`src/rtl/led_ctrl_pkg.sv`:
```
`default_nettype none
// ============================================================================
// Module      : led_ctrl_pkg
// Description : Mode encoding, per-mode start patterns and key level for the
//               LED sequencer.
// Revision    : 1.0
// ============================================================================
package led_ctrl_pkg;

   typedef enum logic [1:0] {
      MODE_FLOW_L   = 2'd0,
      MODE_FLOW_R   = 2'd1,
      MODE_PINGPONG = 2'd2,
      MODE_BLINK    = 2'd3
   } mode_e;

   localparam logic [3:0] c_start_flow_l   = 4'b0001;
   localparam logic [3:0] c_start_flow_r   = 4'b1000;
   localparam logic [3:0] c_start_pingpong = 4'b0001;
   localparam logic [3:0] c_start_blink    = 4'b1111;

   // Board keys pull low when pressed
   localparam logic c_key_active = 1'b0;

   function automatic logic [3:0] start_pattern(input mode_e m);
      case (m)
         MODE_FLOW_L:   return c_start_flow_l;
         MODE_FLOW_R:   return c_start_flow_r;
         MODE_PINGPONG: return c_start_pingpong;
         default:       return c_start_blink;
      endcase
   endfunction

   function automatic mode_e next_mode(input mode_e m);
      case (m)
         MODE_FLOW_L:   return MODE_FLOW_R;
         MODE_FLOW_R:   return MODE_PINGPONG;
         MODE_PINGPONG: return MODE_BLINK;
         default:       return MODE_FLOW_L;
      endcase
   endfunction

endpackage
`default_nettype wire

```
`src/rtl/key_debounce.sv`:
```
`default_nettype none
// ============================================================================
// Module      : key_debounce
// Description : 2-flop synchroniser, stability counter and one-cycle press
//               pulse for a raw active-low push-button.
// Revision    : 1.0
// ============================================================================
module key_debounce
   import led_ctrl_pkg::*;
#(
   parameter int DEBOUNCE_CYCLES = 1_000_000
) (
   input  logic clk,
   input  logic rst,
   input  logic i_key_n,
   output logic o_press
);

   localparam int c_cnt_w = (DEBOUNCE_CYCLES > 1) ? $clog2(DEBOUNCE_CYCLES) : 1;
   localparam logic [c_cnt_w-1:0] c_cnt_last = c_cnt_w'(DEBOUNCE_CYCLES - 1);

   logic               r_sync1;
   logic               r_sync2;
   logic               r_level;
   logic               r_press;
   logic [c_cnt_w-1:0] r_cnt;

   // Any sample matching the accepted level restarts the stability count
   always_ff @(posedge clk or posedge rst) begin
      if (rst) begin
         r_sync1 <= ~c_key_active;
         r_sync2 <= ~c_key_active;
         r_level <= ~c_key_active;
         r_cnt   <= '0;
         r_press <= 1'b0;
      end else begin
         r_sync1 <= i_key_n;
         r_sync2 <= r_sync1;
         r_press <= 1'b0;
         if (r_sync2 == r_level) begin
            r_cnt <= '0;
         end else if (r_cnt == c_cnt_last) begin
            r_cnt   <= '0;
            r_level <= r_sync2;
            r_press <= (r_sync2 == c_key_active);
         end else begin
            r_cnt <= r_cnt + 1'b1;
         end
      end
   end

   assign o_press = r_press;

endmodule
`default_nettype wire

```
`src/rtl/led_seq_ctrl.sv`:
```
`default_nettype none
// ============================================================================
// Module      : led_seq_ctrl
// Description : Selectable, pausable pattern sequencer for the 4-bit LED bank.
//               Define LED_PWM_DIM_EN to add PWM dimming of the LED outputs.
// Revision    : 1.0
// ============================================================================
module led_seq_ctrl
   import led_ctrl_pkg::*;
#(
   parameter int NUM_LED         = 4,
   parameter int TICK_CYCLES     = 50_000_000,
   parameter int DEBOUNCE_CYCLES = 1_000_000
`ifdef LED_PWM_DIM_EN
   ,
   parameter int DIM_DUTY        = 8
`endif
) (
   input  logic               clk,
   input  logic               rst,
   input  logic               key_mode_n,
   input  logic               key_pause_n,
   output logic [NUM_LED-1:0] led,
   output logic [1:0]         mode,
   output logic               running
);

   localparam int c_tick_w = (TICK_CYCLES > 1) ? $clog2(TICK_CYCLES) : 1;
   localparam logic [c_tick_w-1:0] c_tick_last = c_tick_w'(TICK_CYCLES - 1);

   logic                w_mode_press;
   logic                w_pause_press;
   logic                w_tick;
   logic [NUM_LED-1:0]  w_pp_next;
   logic [c_tick_w-1:0] r_tick_cnt;
   mode_e               r_mode;
   logic [NUM_LED-1:0]  r_pattern;
   logic                r_dir_up;
   logic                r_running;

   key_debounce #(
      .DEBOUNCE_CYCLES(DEBOUNCE_CYCLES)
   ) u_key_mode (
      .clk     (clk),
      .rst     (rst),
      .i_key_n (key_mode_n),
      .o_press (w_mode_press)
   );

   key_debounce #(
      .DEBOUNCE_CYCLES(DEBOUNCE_CYCLES)
   ) u_key_pause (
      .clk     (clk),
      .rst     (rst),
      .i_key_n (key_pause_n),
      .o_press (w_pause_press)
   );

   assign w_tick = (r_tick_cnt == c_tick_last);

   always_comb begin
      w_pp_next = r_dir_up ? {r_pattern[NUM_LED-2:0], 1'b0}
                           : {1'b0, r_pattern[NUM_LED-1:1]};
   end

   // A mode press overrides a coincident tick; pause toggles independently
   always_ff @(posedge clk or posedge rst) begin
      if (rst) begin
         r_mode     <= MODE_FLOW_L;
         r_pattern  <= c_start_flow_l;
         r_dir_up   <= 1'b1;
         r_running  <= 1'b1;
         r_tick_cnt <= '0;
      end else begin
         if (w_pause_press) begin
            r_running <= ~r_running;
         end
         if (w_mode_press) begin
            r_mode     <= next_mode(r_mode);
            r_pattern  <= start_pattern(next_mode(r_mode));
            r_dir_up   <= 1'b1;
            r_tick_cnt <= '0;
         end else if (r_running) begin
            r_tick_cnt <= w_tick ? '0 : r_tick_cnt + 1'b1;
            if (w_tick) begin
               case (r_mode)
                  MODE_FLOW_L: r_pattern <= {r_pattern[NUM_LED-2:0], r_pattern[NUM_LED-1]};
                  MODE_FLOW_R: r_pattern <= {r_pattern[0], r_pattern[NUM_LED-1:1]};
                  MODE_PINGPONG: begin
                     // Turn around on reaching an end so it shows only once
                     r_pattern <= w_pp_next;
                     if (w_pp_next[NUM_LED-1]) begin
                        r_dir_up <= 1'b0;
                     end else if (w_pp_next[0]) begin
                        r_dir_up <= 1'b1;
                     end
                  end
                  default: r_pattern <= ~r_pattern;
               endcase
            end
         end
      end
   end

   assign mode    = r_mode;
   assign running = r_running;

`ifdef LED_PWM_DIM_EN
   logic [3:0] r_pwm_cnt;

   always_ff @(posedge clk or posedge rst) begin
      if (rst) begin
         r_pwm_cnt <= 4'd0;
      end else begin
         r_pwm_cnt <= r_pwm_cnt + 4'd1;
      end
   end

   assign led = r_pattern & {NUM_LED{(int'({28'd0, r_pwm_cnt}) < DIM_DUTY)}};
`else
   assign led = r_pattern;
`endif

endmodule
`default_nettype wire

```
`config.mk`:
```
export PLATFORM = sky130hd
export DESIGN_NAME = led_seq_ctrl
export DESIGN_NICKNAME = d
export VERILOG_FILES = /design/src/rtl/led_ctrl_pkg.sv /design/src/rtl/key_debounce.sv /design/src/rtl/led_seq_ctrl.sv
export SDC_FILE = /design/constraint.sdc
export NUM_CORES = 1
export LEC_CHECK = 0
export CELL_PAD_IN_SITES_DETAIL_PLACEMENT = 2
export CELL_PAD_IN_SITES_GLOBAL_PLACEMENT = 2
export CORE_ASPECT_RATIO = 2
export CORE_MARGIN = 2
export CORE_UTILIZATION = 37
export CTS_CLUSTER_SIZE = 8
export DETAILED_ROUTE_END_ITERATION = 10
export GPL_ROUTABILITY_DRIVEN = 0
export GPL_TIMING_DRIVEN = 0
export PLACE_DENSITY = 0.78
export SLEW_MARGIN = 10
export SYNTH_ARGS = -nofsm -noshare
export SYNTH_HDL_FRONTEND = slang
export SYNTH_SLANG_ARGS = --single-unit
```
`constraint.sdc`:
```
create_clock -name clk -period 3.05 [get_ports clk]
set_input_delay 0.915 -clock clk [delete_from_list [all_inputs] [get_ports clk]]
set_output_delay 0.915 -clock clk [all_outputs]
set_load 0.1 [all_outputs]
```
After elaboration in Yosys (flattened, before gate mapping)
Cells that the tools add are included.
Cells by class
  eq/ne operators: 9
  reduce and logical (&&, ||, !) cells: 11
  shift-type cells: 0
  mux-type cells: 25
  divide/modulo/power cells: 0
  multipliers: 0
  bitwise operators: 6
  add/sub/neg operators: 3
  order comparisons: 0
Operators by type and width (count)
  20-bit two-way mux: 4
  26-bit two-way mux: 3
  20-bit by 1-bit adder with 20-bit output (second input constant): 2
  20-bit == test (second input constant): 2
  26-bit by 1-bit adder with 26-bit output (second input constant): 1
  26-bit == test (second input constant): 1
  4-bit two-way mux: 4
  4-bit one-hot mux with 3 select lines: 1
  1-bit two-way mux: 10
  4-bit one-hot mux with 2 select lines: 1
  2-bit one-hot mux with 3 select lines: 1
  2-bit AND reduction: 3
  2-bit nonzero test: 3
  1-bit inverter: 5
  2-bit by 1-bit == test with 1-bit output (second input constant): 2
  2-bit == test (second input constant): 2
  2-bit logical NOT: 2
  4-bit inverter: 1
  4-bit AND reduction: 1
  3-bit nonzero test: 1
  1-bit == test: 2
  2-bit two-way mux: 1
  2-bit OR reduction: 1
Storage, ports and cells
  output and inout port bits: 7
  ROM bits: 0
  memories kept: 0
  RAM bits: 0
  flip-flop bits (word level): 82
  bits of input ports: 4
  bits in latches: 0

Longest topological paths before layout
Gate-level depths: netlist of run 1.
  depth after elaboration: 7
  gate-level depth with buffers: 8
  gate-level depth less buffers: 7

Hierarchy
Synthesis of run 1 repeated with hierarchy kept, for this count alone.
Second synthesis, totals
  cell total of the unflattened synthesis: 445
  area, all modules: 4464.3 µm²
Modules (own cells, without submodules)
  key_debounce: instances 2, seq. area each 604.3 µm², cells an instance 108, area each 1192.4 µm²
  led_seq_ctrl: instances 1, seq. area each 854.6 µm², cells an instance 229, area each 2079.5 µm²

Least setup slack after synthesis of run 1
OpenSTA, ideal clock, no wires.
  path type: reg2reg
  from: register r_mode[1], in the netlist mode[1]
  to: register r_pattern[3], in the netlist led[3]
  required time: 2.968 ns
  data arrival time: 2.253 ns
  cell stages (with the launch flop): 7
  path buffers: 0
  slack: 0.715 ns
  clock period less this slack: 2.335 ns
  cell sequence: dfrtp_1 ha_1 a21o_1 a22oi_1 nor2b_1 or4_1 a31oi_1
Between the ends
  longest elaborated chain between the ends: 7
  elaborated cells between the ends (all ways): 14
RTL lines
  start, declared: line led_seq_ctrl.sv:36  | mode_e r_mode;
  start signal, assigned: line led_seq_ctrl.sv:79  | r_mode <= next_mode(r_mode);
  2-bit == test, or another cell as far along: line led_ctrl_pkg.sv:35, led_seq_ctrl.sv:86
  2-bit one-hot mux with 3 select lines: line led_ctrl_pkg.sv:35  | case (m)
  2-bit two-way mux: line led_seq_ctrl.sv:78  | if (w_mode_press) begin
  2-bit == test or 2-bit logical NOT (tied branches): line led_ctrl_pkg.sv:26  | case (m)
  2-bit OR reduction (no line)
  4-bit one-hot mux with 2 select lines: line led_ctrl_pkg.sv:26
  4-bit two-way mux (*): line led_seq_ctrl.sv:78
  end signal, assigned: line led_seq_ctrl.sv:80  | r_pattern <= start_pattern(next_mode(r_mode));
  end signal, assigned: line led_seq_ctrl.sv:87  | MODE_FLOW_L: r_pattern <= {r_pattern[NUM_LED-2:0], r_pattern[NUM_LED-1]};
  end signal, assigned: line led_seq_ctrl.sv:88  | MODE_FLOW_R: r_pattern <= {r_pattern[0], r_pattern[NUM_LED-1:1]};
  end, declared: line led_seq_ctrl.sv:37  | logic [NUM_LED-1:0] r_pattern;
Every way passes the cells marked *; elsewhere a longest branch is shown, timed or not. The select of a mux whose other input is x is not followed.
A chain may end at the register's enable or synchronous reset.

Worst setup path after layout of run 1
  from: register r_pattern[0], in the netlist led[0]
  to: output led[0]
RTL lines
  start signal, assigned: line led_seq_ctrl.sv:70  | r_pattern <= c_start_flow_l;
  start signal, assigned: line led_seq_ctrl.sv:80
  start signal, assigned: line led_seq_ctrl.sv:87
  end, declared: line led_seq_ctrl.sv:23  | output logic [NUM_LED-1:0] led,
No word-level cell between the ends.

==> run metrics, run 1 <==
share of synthesized area occupied by flip-flops and latches 0.507; Remaining DRCs 0; unrepaired setup endpoints after global routing false; areal power density over the cells 513 mW/mm²; dpl cell area 0.00438 mm²; Std-Cell Core Area about 0.011 mm²; clk root buf sky130_fd_sc_hd__clkbuf_16; total nets after synthesis a little over 400; final worst clock skew roughly 0.0068 ns; number of buffers inserted during clock tree synthesis 9; data required time at the worst endpoint roughly 2.1 ns; global-route usage over all layers 0.193; Initial Util 0.377; arrival time worst endpoint 2.04 ns; number of antenna violations at the first check in global routing 0; number of vias per cell after detailed routing about 5.3; die extent in y 152 µm; final instance area roughly 0.0047 mm²; number of max-slew violations in the final report 0; summed instance area of the synthesized netlist ~0.0041 mm²; biggest fanout along the worst timing path 5; type of the most critical hold path flip-flop to flip-flop; startpoint type of the worst setup path flip-flop; total wire length after detailed routing 10.5 mm; via count of the first global-routing pass ~3500; final critical delay including setup and external delays slightly below 3 ns; fin nets between 400 and 500; Post-DP HPWL between 7 and 8 mm; fill cell instance count of the final layout between 1000 and 1500; max-cap violations 0; flip-flop and latch count after synthesis about 80; die area 0.0119 mm²; Mean Syn Cell Area 10.2 µm²; P_leak around 2.1 nW; I/O pins 11; remaining global-route overflow 0; result of the run finished, final reports clean; post-route clock period utilization 0.970; Clk pin slew, worst setup/hold paths 0.06 ns; number of buffers added on ports 10; buffers inserted by post-CTS timing repair 0; commonest non-fill, non-tap cell in the layout sky130_fd_sc_hd__nor2_1; share of cells above drive strength 1 0.112; number of standard-cell rows in the floorplan 54; worst vdd rail ir drop about 260 µV; initial DRC count between 70 and 80; most frequently used flop master after synthesis sky130_fd_sc_hd__dfrtp_1; Syn-to-layout area delta 15.9%; largest net degree at the start of global routing 46; clock latency at the later pin of the worst-skew pair approximately 0.34 ns; hold-fix buffers at CTS 0; die width approximately 78 µm; warning count from the yosys run 0; count of mapped cells out of synthesis 400; relative slew slack 0.347; Inserted Diodes 0; antenna-violating nets left 0; achievable frequency around 340 MHz; Distinct cells, synth 54; final worst hold slack approximately 0.36 ns; share of synthesized registers carrying an async set or reset 1.00; iteration count of the initial detailed-routing pass 4; clock buffer depth 2; CP bufs+invs 1; ordered cell list for the critical path clkdlybuf4s50_1; Top Family by Delay on Critical Path buffers and inverters; count of endpoints failing setup in the final report 0; Post-synth EDFFs 0; clock tree from TritonCTS done; critical path start-end classification flip-flop to output port; Overall Power 0.00242 W; slowest library cell on the worst path sky130_fd_sc_hd__clkdlybuf4s50_1; measured slew at the worst slew-check pin about 1 ns; first-pass GRT wire length about 18 mm; Clock H-tree levels 3; most frequent cells in the layout sky130_fd_sc_hd__nor2_1, sky130_fd_sc_hd__dfrtp_1, sky130_fd_sc_hd__xor2_1, sky130_fd_sc_hd__nand2_1, sky130_fd_sc_hd__nand3_1; Hold Violations, Final 0; endpoint class of the critical path output port; Crit path largest cell delay about 1.1 ns; number of vias after detailed routing slightly above 3000; final routed wire length divided by cell count approximately 19 µm; total clock sinks just over 80; number of cells upsized or downsized after cts 0
cells by family (layout without fill, tap and decap cells):
logic type | count (synthesis) | count (layout) | synth area share
buffers and inverters | 17 | 44 | 0.0194
AO/OA/AOI/OAI | 23 | 23 | 0.0455
XOR/XNOR | 61 | 61 | 0.131
AND/OR/NAND/NOR | 207 | 207 | 0.268
multiplexers | 3 | 3 | 0.00799
adder cells (fa/ha/maj) | 7 | 7 | 0.0215
flip-flops | 82 | 82 | 0.507
flip-flops by register name (all words and copies together), names as in the netlist:
| name | count |
|---|---|
| led | 4 |
| mode | 2 |
| r_dir_up | 1 |
| r_tick_cnt | 26 |
| running | 1 |
| u_key_mode.o_press | 1 |
| u_key_mode.r_cnt | 20 |
| u_key_mode.r_level | 1 |
| u_key_mode.r_sync1 | 1 |
| u_key_mode.r_sync2 | 1 |
| u_key_pause.o_press | 1 |
| u_key_pause.r_cnt | 20 |
| u_key_pause.r_level | 1 |
| u_key_pause.r_sync1 | 1 |
| u_key_pause.r_sync2 | 1 |
stage by stage:
step	cells	setup TNS, ns	util	worst slack, ns
final	567	0	0.437	0.0906
after global routing	567	0	0.437	0.0484
after CTS	567	0	0.437	0.0726
after detailed placement	551	0	0.405	0.440
after global placement	550	-107.00	0.402	-1.40
after floorplan	400	0	-	0.0415
per-layer routing:
metal,share of wire,vias up,GRT usage
met5,0,-,0
met4,0.014,0,0.0610
met1,0.35,1571,0.196
li1,-,1425,-
met2,0.62,18,0.385
met3,0.016,9,0.0326
cell usage after synthesis, types with 4 or more instances:
cell / instances / share of area
sky130_fd_sc_hd__a21oi_1: 4 / 0.0049
sky130_fd_sc_hd__and2_1: 4 / 0.0061
sky130_fd_sc_hd__and3_1: 11 / 0.017
sky130_fd_sc_hd__and4_1: 10 / 0.022
sky130_fd_sc_hd__dfrtp_1: 73 / 0.45
sky130_fd_sc_hd__dfstp_2: 9 / 0.058
sky130_fd_sc_hd__ha_1: 7 / 0.022
sky130_fd_sc_hd__inv_1: 8 / 0.0074
sky130_fd_sc_hd__nand2_1: 28 / 0.026
sky130_fd_sc_hd__nand3_1: 25 / 0.031
sky130_fd_sc_hd__nand4_1: 15 / 0.023
sky130_fd_sc_hd__nor2_1: 78 / 0.072
sky130_fd_sc_hd__nor4_1: 6 / 0.0092
sky130_fd_sc_hd__xnor2_1: 19 / 0.041
sky130_fd_sc_hd__xor2_1: 42 / 0.090
layout make-up:
| class | count | area (µm²) | share of cell area |
|---|---|---|---|
| clock inverters | 6 | 113 | 0.0239 |
| multi-input cells | 301 | 1930 | 0.409 |
| inverters | 8 | 32.5 | 0.00689 |
| clock buffers | 10 | 229 | 0.0485 |
| well taps | 140 | 175 | 0.0371 |
| repair buffers | 11 | 128 | 0.0270 |
| flip-flops and latches | 82 | 2060 | 0.437 |
| plain buffers | 9 | 48.8 | 0.0103 |
path summary, 6_finish.rpt:
path	from	to	slack (ns)	depth (start not counted)
setup / recovery	led[0]	led[0]	0.09	1
min in group asynchronous	rst	u_key_pause.r_cnt[2]	0.97	2
hold / removal	u_key_pause.r_sync1	u_key_pause.r_sync2	0.36	0
max in group asynchronous	rst	led[0]	1.41	3
hold reg to reg	u_key_pause.r_sync1	u_key_pause.r_sync2	0.36	0
setup reg to reg	u_key_pause.r_cnt[0]	u_key_pause.r_cnt[17]	0.86	7
power breakdown:
part	total (W)	internal [W]	switching [W]
clock network	0.00126	0.000805	0.000457
registers	0.00111	0.00110	0.00000833
logic	0.0000525	0.0000156	0.0000370
(Power assumes the default switching activity.)
==> run 2, diff against run 1 <==
- CORE_UTILIZATION: 37 -> 41
- PLACE_DENSITY: 0.78 -> 0.82
- clock period: 3.05 -> 3.1 ns (I/O delays scaled with it)
==> run 2 against run 1 <==
Flip-flop and latch count stayed put. Power is 2.8% higher. Cell count is 1.4% lower. Combinational power is 4% higher. Critical endpoint unchanged. Global-route usage is 3.5 points higher. Sequential power hardly changed.
==> run metrics, run 2 (synthesized netlist as in run 1, its figures left out) <==
buffers inserted by post-CTS timing repair 0 (unchanged); areal power density over the cells 525 mW/mm² (+2.2%); die width 74.5 µm (-4.7%); register name with the most flops r_tick_cnt; final worst clock skew 0.0130 ns (+0.00624 ns); global-route usage over all layers 0.228 (+0.0350); number of buffers inserted during clock tree synthesis 9 (unchanged); largest registers r_tick_cnt x26, u_key_mode.r_cnt x20, u_key_pause.r_cnt x20; type of the most critical hold path flip-flop to flip-flop; largest net degree at the start of global routing 60 (+30%); share of cells above drive strength 1 0.115 (+0.00234); number of standard-cell rows in the floorplan 51 (-5.6%); Clk pin slew, worst setup/hold paths 0.07 ns (about the same); Hold Violations, Final 0 (unchanged); startpoint type of the worst setup path flip-flop; flip-flop count of the largest register after layout 26 (unchanged); setup TNS 0 ns (unchanged); number of max-slew violations in the final report 0 (unchanged); number of vias after detailed routing 3093 (+2.3%); worst vdd rail ir drop 379 µV (+47%); Post-DP HPWL 7.35 mm (-2.3%); max-cap violations 0 (unchanged); slowest library cell on the worst path sky130_fd_sc_hd__clkdlybuf4s50_1; final routed wire length divided by cell count 19.7 µm (+6.4%); ordered cell list for the critical path clkdlybuf4s50_1; number of vias per cell after detailed routing 5.53 (+3.8%); Initial Util 0.420 (+0.0432); critical path start-end classification flip-flop to output port; total clock sinks 82 (unchanged); achievable frequency approximately 330 MHz; clk root buf sky130_fd_sc_hd__clkbuf_16; data required time at the worst endpoint 2.17 ns (+0.04 ns); die extent in y 145 µm (-4.9%); final instance area 0.00474 mm² (+0.53%); number of cells upsized or downsized after cts 0 (unchanged); arrival time worst endpoint 2.06 ns (+0.02 ns); Syn-to-layout area delta 16.5%; Top Family by Delay on Critical Path buffers and inverters; fin nets 433 (unchanged); biggest fanout along the worst timing path 5 (unchanged); flop2flop setup slack 0.81 ns (-0.05 ns); remaining global-route overflow 0 (unchanged); Inserted Diodes 0 (unchanged); antenna-violating nets left 0 (unchanged); iteration count of the initial detailed-routing pass 4 (unchanged); CP bufs+invs 1 (unchanged); number of antenna violations at the first check in global routing 0 (unchanged); result of the run finished, final reports clean; commonest non-fill, non-tap cell in the layout sky130_fd_sc_hd__nor2_1; final worst hold slack 0.356 ns (+0.0000170 ns); total wire length after detailed routing 11.0 mm (+4.9%); Crit path largest cell delay 1.14 ns (about the same); Std-Cell Core Area 0.00970 mm² (-10%); final critical delay including setup and external delays 2.99 ns; most frequent cells in the layout sky130_fd_sc_hd__nor2_1, sky130_fd_sc_hd__dfrtp_1, sky130_fd_sc_hd__xor2_1, sky130_fd_sc_hd__nand2_1, sky130_fd_sc_hd__nand3_1; Remaining DRCs 0 (unchanged); clock buffer depth 2 (unchanged); clock tree from TritonCTS done; number of buffers added on ports 10 (unchanged); post-route clock period utilization 0.966; hold-fix buffers at CTS 0 (unchanged); first-pass GRT wire length 18.9 mm (+4.8%); I/O pins 11 (unchanged); unrepaired setup endpoints after global routing false; clock latency at the later pin of the worst-skew pair 0.35 ns (about the same); Clock H-tree levels 3 (unchanged); via count of the first global-routing pass 3593 (+2.0%); count of endpoints failing setup in the final report 0 (unchanged); dpl cell area 0.00437 mm² (-0.23%); measured slew at the worst slew-check pin 0.983 ns (+0.00659 ns); die area 0.0108 mm² (-9.4%); P_leak 2.12 nW (+0.73%); initial DRC count 102 (+38%); endpoint class of the critical path output port; relative slew slack 0.343 (-0.00441)
## run 2: routing by layer
metal  global-route usage  vias up  wire, µm
met5                    0        -         0
met4                0.101        0       307
met3               0.0271       23       144
met2                0.412       33      6430
met1                0.255     1611      4140
li1                     -     1426         -
## run 2: area by class of cell
cell class | count | area (µm²)
Multi-Input combinational cell | 301 | 1930
Clock buffer | 10 | 239
Tap cell | 132 | 165
Timing Repair Buffer | 11 | 128
Sequential cell | 82 | 2060
Fill cell | 1019 | 4950
Buffer | 9 | 48.8
Clock inverter | 6 | 138
Inverter | 8 | 32.5
## run 2: final timing paths
check | from | end | depth (start not counted)
max in group asynchronous | rst | running | 3
setup / recovery | led[0] | led[0] | 1
hold reg to reg | u_key_pause.r_sync1 | u_key_pause.r_sync2 | 0
setup reg to reg | u_key_mode.r_cnt[0] | u_key_mode.r_cnt[16] | 7
min in group asynchronous | rst | u_key_mode.r_cnt[3] | 2
hold / removal | u_key_pause.r_sync1 | u_key_pause.r_sync2 | 0
## run 2: power by group
part	switching (W)	total [W]	leakage, nW	internal (W)
combinational	0.0000385	0.0000544	0.833	0.0000159
sequential	0.00000917	0.00109	1.11	0.00108
clock	0.000451	0.00134	0.183	0.000894
## run 2: metrics by stage
stage	setup WS [ns]	util	std cells	power [W]
floorplan	0.0765	-	400	0.00114
global placement	-1.35	0.447	542	0.00116
detailed placement	0.479	0.450	543	0.00116
CTS	0.0994	0.489	559	0.00252
global route	0.0773	0.489	559	0.00256
finish	0.107	0.489	559	0.00249
==> run 3, diff against run 2 <==
- ABC_CLOCK_PERIOD_IN_PS: not set -> 3100
==> results of run 3 <==
Final layout, timing and power as in run 2 (identical DEF).
